<file path="src/rtl/fpu_issue_ctl_pkg.sv">
// fpu_issue_ctl_pkg
// Shared definitions for the FP issue/writeback sequencer: FP opcodes,
// 16-bit float field helpers and the sequencer FSM state encoding.
// Float format: {sign[15], exp[14:7] bias 127, mant[6:0]}.
package fpu_issue_ctl_pkg;

    localparam logic [4:0] OPADDF = 5'h11;
    localparam logic [4:0] OPMULF = 5'h12;
    localparam logic [4:0] OPDIVF = 5'h13;
    localparam logic [4:0] OPITOF = 5'h14;
    localparam logic [4:0] OPFTOI = 5'h15;
    localparam logic [4:0] OPSUBF = 5'h16;

    typedef enum logic [1:0] {
        ST_IDLE = 2'd0,
        ST_ARM  = 2'd1,
        ST_WAIT = 2'd2,
        ST_WB   = 2'd3
    } state_t;

    function automatic logic fpSign(input logic [15:0] f);
        return f[15];
    endfunction

    function automatic logic [7:0] fpExp(input logic [15:0] f);
        return f[14:7];
    endfunction

    function automatic logic [6:0] fpMant(input logic [15:0] f);
        return f[6:0];
    endfunction

    // Flip only the sign bit; exponent and mantissa are untouched.
    function automatic logic [15:0] fpNegate(input logic [15:0] f);
        return {~fpSign(f), fpExp(f), fpMant(f)};
    endfunction

    function automatic logic isLegalOp(input logic [4:0] op);
        return (op >= OPADDF) && (op <= OPSUBF);
    endfunction

endpackage

</file>
<file path="src/rtl/fpu_issue_ctl.sv">
// fpu_issue_ctl
// Issue/writeback sequencer in front of the fpu. Accepts one FP request at a
// time, drives the fpu, waits for done (with timeout), then emits a one-cycle
// writeback. SUBF is issued as ADDF with op2 negated. Exports a pending mask
// of destination registers with an outstanding writeback.
// Ports:
//   clk, rst_n                  clock, async active-low reset
//   req_valid/req_ready         request handshake from execute stage
//   req_op/req_rd/req_a/req_b   opcode, destination, operands
//   fpu_en/fpu_instr/fpu_op1/fpu_op2   issue to fpu
//   fpu_result/fpu_done         fpu response (done is a level, may be stale)
//   wb_valid/wb_rd/wb_data/wb_err      one-cycle writeback
//   pend_mask                   bit i set while r[i] writeback is outstanding
//   busy                        sequencer not idle
module fpu_issue_ctl
    import fpu_issue_ctl_pkg::*;
#(
    parameter int TIMEOUT = 16,
    parameter int CNT_W   = 5
) (
    input  logic        clk,
    input  logic        rst_n,
    input  logic        req_valid,
    output logic        req_ready,
    input  logic [4:0]  req_op,
    input  logic [3:0]  req_rd,
    input  logic [15:0] req_a,
    input  logic [15:0] req_b,
    output logic        fpu_en,
    output logic [4:0]  fpu_instr,
    output logic [15:0] fpu_op1,
    output logic [15:0] fpu_op2,
    input  logic [15:0] fpu_result,
    input  logic        fpu_done,
    output logic        wb_valid,
    output logic [3:0]  wb_rd,
    output logic [15:0] wb_data,
    output logic        wb_err,
    output logic [15:0] pend_mask,
    output logic        busy
);

    state_t             r_state;
    state_t             w_stateNext;
    logic [4:0]         r_op;
    logic [3:0]         r_rd;
    logic [15:0]        r_a;
    logic [15:0]        r_b;
    logic [15:0]        r_result;
    logic               r_err;
    logic               r_illegal;
    logic [CNT_W-1:0]   r_cnt;
    logic [15:0]        r_pend;
    logic               w_accept;
    logic               w_timeout;
    logic               w_issueActive;
    logic [15:0]        w_pendSet;
    logic [15:0]        w_pendClr;

    // The last WAIT cycle is the one where the counter has already counted
    // TIMEOUT-1 earlier cycles, giving exactly TIMEOUT cycles in WAIT.
    assign w_timeout = (r_cnt == CNT_W'(TIMEOUT - 1));

    // Next-state logic. ARM never looks at fpu_done, which masks a done level
    // left over from the previous op. In WAIT, done is tested before timeout
    // so a same-cycle done wins.
    always_comb begin
        w_stateNext = r_state;
        w_accept    = 1'b0;
        case (r_state)
            ST_IDLE: begin
                if (req_valid) begin
                    w_accept    = 1'b1;
                    w_stateNext = isLegalOp(req_op) ? ST_ARM : ST_WB;
                end
            end
            ST_ARM:  w_stateNext = ST_WAIT;
            ST_WAIT: begin
                if (fpu_done || w_timeout) begin
                    w_stateNext = ST_WB;
                end
            end
            ST_WB:   w_stateNext = ST_IDLE;
            default: w_stateNext = ST_IDLE;
        endcase
    end

    always_ff @(posedge clk or negedge rst_n) begin
        if (!rst_n) begin
            r_state <= ST_IDLE;
        end else begin
            r_state <= w_stateNext;
        end
    end

    // Request latch, wait counter and result capture. An illegal opcode is
    // marked as an error at accept time and never reaches the fpu.
    always_ff @(posedge clk or negedge rst_n) begin
        if (!rst_n) begin
            r_op      <= '0;
            r_rd      <= '0;
            r_a       <= '0;
            r_b       <= '0;
            r_result  <= '0;
            r_err     <= 1'b0;
            r_illegal <= 1'b0;
            r_cnt     <= '0;
        end else if (w_accept) begin
            r_op      <= req_op;
            r_rd      <= req_rd;
            r_a       <= req_a;
            r_b       <= req_b;
            r_result  <= '0;
            r_err     <= ~isLegalOp(req_op);
            r_illegal <= ~isLegalOp(req_op);
            r_cnt     <= '0;
        end else if (r_state == ST_WAIT) begin
            if (fpu_done) begin
                r_result <= fpu_result;
                r_err    <= 1'b0;
            end else if (w_timeout) begin
                r_result <= '0;
                r_err    <= 1'b1;
            end else begin
                r_cnt <= r_cnt + 1'b1;
            end
        end
    end

    // Only one op is ever outstanding, so the set (IDLE) and clear (WB) of a
    // bit can never land in the same cycle.
    assign w_pendSet = w_accept ? (16'h0001 << req_rd) : 16'h0000;
    assign w_pendClr = (r_state == ST_WB) ? (16'h0001 << r_rd) : 16'h0000;

    always_ff @(posedge clk or negedge rst_n) begin
        if (!rst_n) begin
            r_pend <= '0;
        end else begin
            r_pend <= (r_pend | w_pendSet) & ~w_pendClr;
        end
    end

    // fpu-facing values are held from ARM through WB and zero otherwise,
    // including the WB cycle of an illegal op that was never issued.
    assign w_issueActive = (r_state != ST_IDLE) && !r_illegal;

    always_comb begin
        fpu_instr = 5'h00;
        fpu_op1   = 16'h0000;
        fpu_op2   = 16'h0000;
        if (w_issueActive) begin
            fpu_op1 = r_a;
            if (r_op == OPSUBF) begin
                fpu_instr = OPADDF;
                fpu_op2   = fpNegate(r_b);
            end else begin
                fpu_instr = r_op;
                fpu_op2   = r_b;
            end
        end
    end

    // req_ready is gated by rst_n so every output reads zero while held in reset.
    assign req_ready = (r_state == ST_IDLE) && rst_n;
    assign fpu_en    = (r_state == ST_ARM) || (r_state == ST_WAIT);
    assign wb_valid  = (r_state == ST_WB);
    assign wb_rd     = wb_valid ? r_rd     : 4'h0;
    assign wb_data   = wb_valid ? r_result : 16'h0000;
    assign wb_err    = wb_valid ? r_err    : 1'b0;
    assign pend_mask = r_pend;
    assign busy      = (r_state != ST_IDLE);

endmodule

</file>
<file path="config.mk">
export PLATFORM = sky130hd
export DESIGN_NAME = fpu_issue_ctl
export DESIGN_NICKNAME = d
export VERILOG_FILES = /design/src/rtl/fpu_issue_ctl_pkg.sv /design/src/rtl/fpu_issue_ctl.sv
export SDC_FILE = /design/constraint.sdc
export NUM_CORES = 1
export LEC_CHECK = 0
export CAP_MARGIN = 0
export CORE_MARGIN = 2
export CORE_UTILIZATION = 45
export CTS_BUF_LIST = sky130_fd_sc_hd__clkbuf_4 sky130_fd_sc_hd__clkbuf_8 sky130_fd_sc_hd__clkbuf_16
export DETAILED_ROUTE_END_ITERATION = 8
export PLACE_DENSITY = 0.81
export SETUP_SLACK_MARGIN = 0.02
export SLEW_MARGIN = 25
export SYNTH_ARGS = -nofsm -noshare
export SYNTH_HDL_FRONTEND = slang
export SYNTH_SLANG_ARGS = --single-unit
</file>
<file path="constraint.sdc">
create_clock -name clk -period 2.75 [get_ports clk]
set_input_delay 0.825 -clock clk [delete_from_list [all_inputs] [get_ports clk]]
set_output_delay 0.825 -clock clk [all_outputs]
set_load 0.005 [all_outputs]
</file>
==> results of run 1 <==
[path summary, 6_finish.rpt]
path	from	to	depth (start not counted)
max in group asynchronous	rst_n	r_result[15]$_DFFE_PN0P_	2
worst max-delay path	r_state[1]$_DFFE_PN0P_	wb_rd[0]	5
worst max register to register	r_cnt[0]$_DFFE_PN0P_	r_cnt[3]$_DFFE_PN0P_	6
worst min-delay path	r_b[13]$_DFFE_PN0P_	r_b[13]$_DFFE_PN0P_	2
worst min register to register	r_b[13]$_DFFE_PN0P_	r_b[13]$_DFFE_PN0P_	2
min in group asynchronous	rst_n	pend_mask[7]$_DFF_PN0_	2
[metal layers]
layer | track usage [%] | share of wire, %
met1 | 26.71 | 42
met2 | 36.33 | 51
met3 | 4.348 | 5.5
met4 | 8.929 | 2.1
met5 | 0 | 0
[cell usage after synthesis, types with 4 or more instances]
library cell,count,share of area [%]
nor2b_1,8,1.3
o21ai_0,6,0.80
clkbuf_1,14,1.4
nor2_1,10,1.0
buf_2,6,0.80
ha_1,6,2.0
a22o_1,16,3.7
nand2_1,121,12
a31oi_1,10,1.7
inv_1,5,0.50
dfrtp_1,82,55
and3_1,4,0.66
and2_1,58,9.6
a21oi_1,23,3.1
[worst register-to-register path, stage by stage (launching register included)]
cell and delay, ns:
dfrtp_1 0.41, ha_1 0.21, and3_1 0.18, ha_1 0.22
or3b_1 0.37, or3_1 0.35, a21oi_1 0.15
[flip-flops by register name (all words and copies together) (netlist names)]
register / cells
pend_mask: 16
r_a: 16
r_b: 16
r_result: 16
r_cnt: 5
r_op: 5
r_rd: 4
r_state: 2
r_err: 1
r_illegal: 1
[logic make-up after synthesis]
group,after synthesis,synth area share [%]
AND/OR/NAND/NOR,219,28.69
AO/OA/AOI/OAI,63,10.97
buffers and inverters,27,3.092
XOR/XNOR,2,0.4655
flip-flops,82,54.52
multiplexers,1,0.2660
adder cells (fa/ha/maj),6,1.995
[cell type report]
cell class / count / share of cell area, %
Tap cell: 105 / 2.387
Timing Repair Buffer: 151 / 27.01
Clock inverter: 5 / 1.023
Sequential cell: 82 / 37.28
Multi-Input combinational cell: 291 / 29.57
Inverter: 5 / 0.3410
Clock buffer: 10 / 2.387
[metrics by stage]
stage | cell area (µm²) | instances | setup WS [ns] | util, % | total power, µW
after global routing | 5504 | 649 | 0.03378 | 67.32 | 5618
final | 5504 | 649 | 0.1241 | 67.32 | 5181
after detailed placement | 5251 | 629 | 0.1938 | 64.23 | 4298
after floorplan | 3764 | 400 | 0.5385 | - | 3176
after global placement | 5251 | 629 | 0.2659 | 64.23 | 4208
after CTS | 5497 | 649 | 0.07984 | 67.23 | 5233
[power by group]
part	switching [µW]	total, µW	leakage, µW	internal, µW
Sequential	337	2090	0.00104	1760
Clock	413	836	0.0000955	423
Combinational	1010	2250	0.00158	1240
Total	1760	5180	0.00272	3420
[placed cells by master (no fill, tap or decap), types with 2 or more instances in the layout]
cell / instances
or3_1: 2
nor2_1: 9
ha_4: 2
and4bb_2: 2
dlygate4sd2_1: 37
and2_1: 58
clkinv_2: 2
o21ai_0: 6
inv_1: 3
a22o_1: 16
a31oi_1: 10
buf_12: 2
and3b_1: 2
clkbuf_8: 9
nand2_1: 121
and3_1: 4
xnor2_1: 2
buf_4: 9
nor2b_1: 8
dfrtp_1: 82
a21oi_1: 23
clkdlybuf4s50_1: 100
inv_2: 2
ha_1: 4
and4b_1: 2
[timing repair]
action | 4_1_cts | 5_1_grt
pin swaps | 1 | 0
setup endpoints to repair | 52 | 1
gates cloned | 1 | 0
resized for setup | 47 | 1
buffers inserted | 4 | 0
==> flow_summary_export.csv, run 1 <==
group,metric,value,unit
cells_and_area,finalNetCount,607,
clocking,cts_buffers,9,
critical_path,crit_type,"flip-flop to output pin",
global_route,antenna_found_initial,0,
floorplanning,start_util,46.04,%
timing,rsz0062_at_grt,"no",
yosys,netlist_area,0.003764,mm²
placement,gp_congestion,0.8630,
cells_and_area,drive_above_1_share,7.169,%
global_route,grt_usage,21.42,%
clocking,ctsHoldBuffers,0,
yosys,synth-edff-count,0,
yosys,syn-num-nets,467,
timing,max-slew-margin-rel,50.94,%
cells_and_area,area_growth,46.24,%
yosys,yosys_most_used_dff,"dfrtp_1",
timing,maxSlewViolCount,0,
drt,wl,9.353,mm
clocking,path_clk_slew,0.07,ns
hold_path,hold_path_class,"flip-flop to flip-flop",
timing,fin_hold_ws,0.4672,ns
critical_path,critPathMaxStageDelay,0.44,ns
floorplanning,core_area,0.008175,mm²
critical_path,path_cells,"buf_4 > ha_4 > buf_8 > and2_1 > clkdlybuf4s50_1",
critical_path,cp_data_arrival_time,1.80,ns
yosys,ys_warn_count,0,
yosys,postSynth.asyncResetShare,100.0,%
placement,port_buffers,138,
critical_path,path_buf_inv,3,
drt,post_drt_wl_per_cell,14.41,µm
global_route,gr-total-overflow,0,
critical_path,worst-path-max-fanout,18,
global_route,grt_max_degree,83,
critical_path,crit_path_start_kind,"flip-flop",
floorplanning,die_area,0.009111,mm²
clocking,cts_sinks,82,
drt,via_per_inst,5.057,
drt,drt_iter0_markers,126,
clocking,cts_tree,"built",
floorplanning,fp.dieH,95.45,µm
global_route,grt_pass1_wl,15.21,mm
run,maxCapViolations,0,
floorplanning,std_cell_rows,33,
global_route,grt_pass1_vias,3352,
critical_path,path_delay_family,"buffers and inverters",
cells_and_area,fillers,682,
cells_and_area,seqCellArea,0.002052,mm²
yosys,seq_area_frac_synth,54.52,%
floorplanning,die_w,95.45,µm
timing,hold_viol_final,0,
outcome,status,"complete, no violations",
critical_path,reg2reg_slack,0.78,ns
yosys,syn_area_per_cell,9.409,µm²
timing,finClkSkew,0.008426,ns
timing,setup_viol,0,
drt,dr.pass1.iters,4,
yosys,synth.distinct_cells,38,
cells_and_area,multi_input_area,0.001628,mm²
timing,fin_crit,2.626,ns
pwr,peakVddDrop,0.0003924,V
timing,tns,0,ns
critical_path,worstPathRequired,1.93,ns
placement,hpwlAfterDp,6.650,mm
clocking,clockRootBuffer,"clkbuf_8",
clocking,clk_latency,0.35,ns
critical_path,end_kind,"output pin",
timing,period_share,95.49,%
yosys,synth-seq-cells,82,
timing,tightest_slew,0.7358,ns
timing,fmax,380.8,MHz
yosys,syn_inst,400,
pwr,leakagePower,0.002719,µW
drt,drc,0,
drt,vias,3282,
drt,detail-route-antenna-nets,0,
pwr,power_density,941.4,mW/mm²
cells_and_area,diodes,0,
clocking,htree_num_levels,3,
clocking,cts_buffer_depth,2,
floorplanning,io_pins,139,
critical_path,crit_slowest_cell,"clkdlybuf4s50_1",
(Power assumes the default switching activity.)
==> inputs of run 2 (changes only) <==
--- a/config.mk
+++ b/config.mk
@@ -6,7 +6,6 @@
 export NUM_CORES = 1
 export LEC_CHECK = 0
 export CAP_MARGIN = 0
-export CORE_MARGIN = 2
 export CORE_UTILIZATION = 45
 export CTS_BUF_LIST = sky130_fd_sc_hd__clkbuf_4 sky130_fd_sc_hd__clkbuf_8 sky130_fd_sc_hd__clkbuf_16
 export DETAILED_ROUTE_END_ITERATION = 8
==> flow_summary_export.csv, run 2 (synthesized netlist as in run 1, its figures left out) <==
group,metric,value,unit
cells_and_area,diodes,0,
global_route,gr-total-overflow,0,
critical_path,crit-reg2reg-launch,"r_cnt[0]$_DFFE_PN0P_",
critical_path,crit_slowest_cell,"clkdlybuf4s50_1",
global_route,grt_pass1_vias,3274,
floorplanning,die_w,93.45,µm
critical_path,timing.rr.end,"r_cnt[3]$_DFFE_PN0P_",
placement,gp_congestion,0.8704,
timing,fmax,375.5,MHz
timing,period_share,96.85,%
timing,setup_slack,0.08672,ns
drt,wl,9.227,mm
floorplanning,fp.dieH,93.45,µm
critical_path,reg2reg_slack,0.79,ns
placement,placed_cell_area,0.005266,mm²
floorplanning,start_util,47.72,%
critical_path,critPathMaxStageDelay,0.50,ns
drt,vias,3262,
critical_path,worst-path-max-fanout,19,
hold_path,hold_path_depth,2,
floorplanning,core_area,0.007888,mm²
pwr,leakagePower,0.002726,µW
clocking,cts_sinks,82,
critical_path,cp.depth,5,
timing,max-slew-margin-rel,51.96,%
hold_path,hold_start,"r_a[12]$_DFFE_PN0P_",
critical_path,path_buf_inv,3,
timing,tns,0,ns
clocking,cts_buffers,9,
clocking,cts_tree,"built",
placement,pre_cts_ws,0.1817,ns
critical_path,worstPathRequired,1.93,ns
cells_and_area,utilization,70.07,%
cells_and_area,layout_common_cells,"nand2_1 (121), clkdlybuf4s50_1 (100), dfrtp_1 (82)",
timing,finClkSkew,0.01112,ns
drt,drc,0,
cells_and_area,finalNetCount,606,
cells_and_area,drive_above_1_share,7.182,%
critical_path,path_cells,"buf_4 > ha_4 > buf_12 > and2_1 > clkdlybuf4s50_1",
timing,rsz0062_at_grt,"yes",
critical_path,cp_data_arrival_time,1.84,ns
hold_path,hold_path_end,"r_a[12]$_DFFE_PN0P_",
critical_path,path_delay_family,"buffers and inverters",
clocking,path_clk_slew,0.08,ns
critical_path,crit_path_start_kind,"flip-flop",
cells_and_area,area_growth,46.84,%
timing,hold_viol_final,0,
timing,tightest_slew,0.7206,ns
critical_path,end_kind,"output pin",
timing,setup_viol,0,
outcome,status,"complete, no violations",
floorplanning,std_cell_rows,32,
clocking,clk_latency,0.35,ns
floorplanning,io_pins,139,
timing,fin_crit,2.663,ns
clocking,clockRootBuffer,"clkbuf_8",
critical_path,r2r_cells,6,
global_route,grt_pass1_wl,15.43,mm
placement,port_buffers,138,
cells_and_area,final_common_cell,"nand2_1",
drt,detail-route-antenna-nets,0,
clocking,cts_buffer_depth,2,
pwr,power_density,950.8,mW/mm²
clocking,htree_num_levels,3,
critical_path,crit_type,"flip-flop to output pin",
pwr,peakVddDrop,0.0004091,V
hold_path,hold_path_class,"flip-flop to flip-flop",
drt,post_drt_wl_per_cell,14.31,µm
drt,via_per_inst,5.057,
drt,drt_iter0_markers,111,
floorplanning,die_area,0.008733,mm²
placement,hpwlAfterDp,6.344,mm
drt,dr.pass1.iters,4,
cells_and_area,fin_area,0.005527,mm²
timing,maxSlewViolCount,0,
global_route,antenna_found_initial,0,
global_route,grt_max_degree,83,
global_route,grt_usage,22.77,%
run,maxCapViolations,0,
==> run 2: cell types whose count changed in the layout (fill, tap and decap cells not counted), sizes merged <==
cell / before / now
buf: 14 / 13
clkbuf: 10 / 11
clkinv: 3 / 2
==> run 2: power breakdown <==
part           internal, µW  switching, µW  total (µW)
clock network           464            411         875
registers              1760            338        2100
logic                  1270           1020        2290
==> run 2: area by class of cell <==
class,instances,area [µm²]
clock buffers,11,151.4
inverters,5,18.77
flip-flops and latches,82,2052
clock inverters,4,51.30
fillers,608,2361
repair buffers,150,1496
well taps,102,127.6
multi-input cells,291,1629
==> run 2: how the worst max path moves through the flow <==
stage	start	end	slack (ns)
global placement	r_state[0]$_DFFE_PN0P_	fpu_op2[15]	0.28
finish	r_state[1]$_DFFE_PN0P_	wb_data[4]	0.09
CTS	r_state[1]$_DFFE_PN0P_	wb_data[4]	0.07
detailed placement	r_state[1]$_DFFE_PN0P_	fpu_op2[15]	0.18
global route	r_state[1]$_DFFE_PN0P_	wb_data[4]	0.01
floorplan	r_state[0]$_DFFE_PN0P_	fpu_instr[3]	0.54
==> run 2: metrics by stage <==
| stage | instances | hold WS, ns | power, µW |
|---|---|---|---|
| detailed placement | 625 | 0.4542 | 4317 |
| finish | 645 | 0.4715 | 5255 |
| global route | 645 | 0.4853 | 5681 |
| global placement | 625 | 0.4486 | 4226 |
| floorplan | 400 | 0.4374 | 3176 |
| CTS | 644 | 0.4741 | 5280 |
==> run 2: worst min-delay path, delay by kind of cell, from the launching register on <==
| family | cells | cell delay (ns) |
|---|---|---|
| DFF | 1 | 0.34 |
| and+or+nand+nor | 2 | 0.11 |
==> run 2: repair_timing <==
action / 4_1_cts / 5_1_grt
setup buffers: 3 / 1
hold buffers: 0 / 0
pin swaps: 1 / 0
cloned: 1 / 0
resized for setup: 47 / 0
setup endpoints to repair: 53 / 2
==> run 2: layer usage <==
| layer | vias up | share of wire (%) | global-route usage [%] |
|---|---|---|---|
| met4 | 0 | 2.1 | 10.13 |
| met5 | - | 0 | 0 |
| met3 | 17 | 4.5 | 3.089 |
| met1 | 1556 | 43 | 29.27 |
| li1 | 1597 | - | - |
| met2 | 92 | 51 | 38.36 |
==> inputs of run 3 (changes only) <==
--- a/config.mk
+++ b/config.mk
@@ -8,6 +8,7 @@
 export CAP_MARGIN = 0
 export CORE_UTILIZATION = 45
 export CTS_BUF_LIST = sky130_fd_sc_hd__clkbuf_4 sky130_fd_sc_hd__clkbuf_8 sky130_fd_sc_hd__clkbuf_16
+export CTS_CLUSTER_SIZE = 30
 export DETAILED_ROUTE_END_ITERATION = 8
 export PLACE_DENSITY = 0.81
 export SETUP_SLACK_MARGIN = 0.02
==> results of run 3 <==
Same layout as run 2: the final DEF is identical, and so are final timing and power.
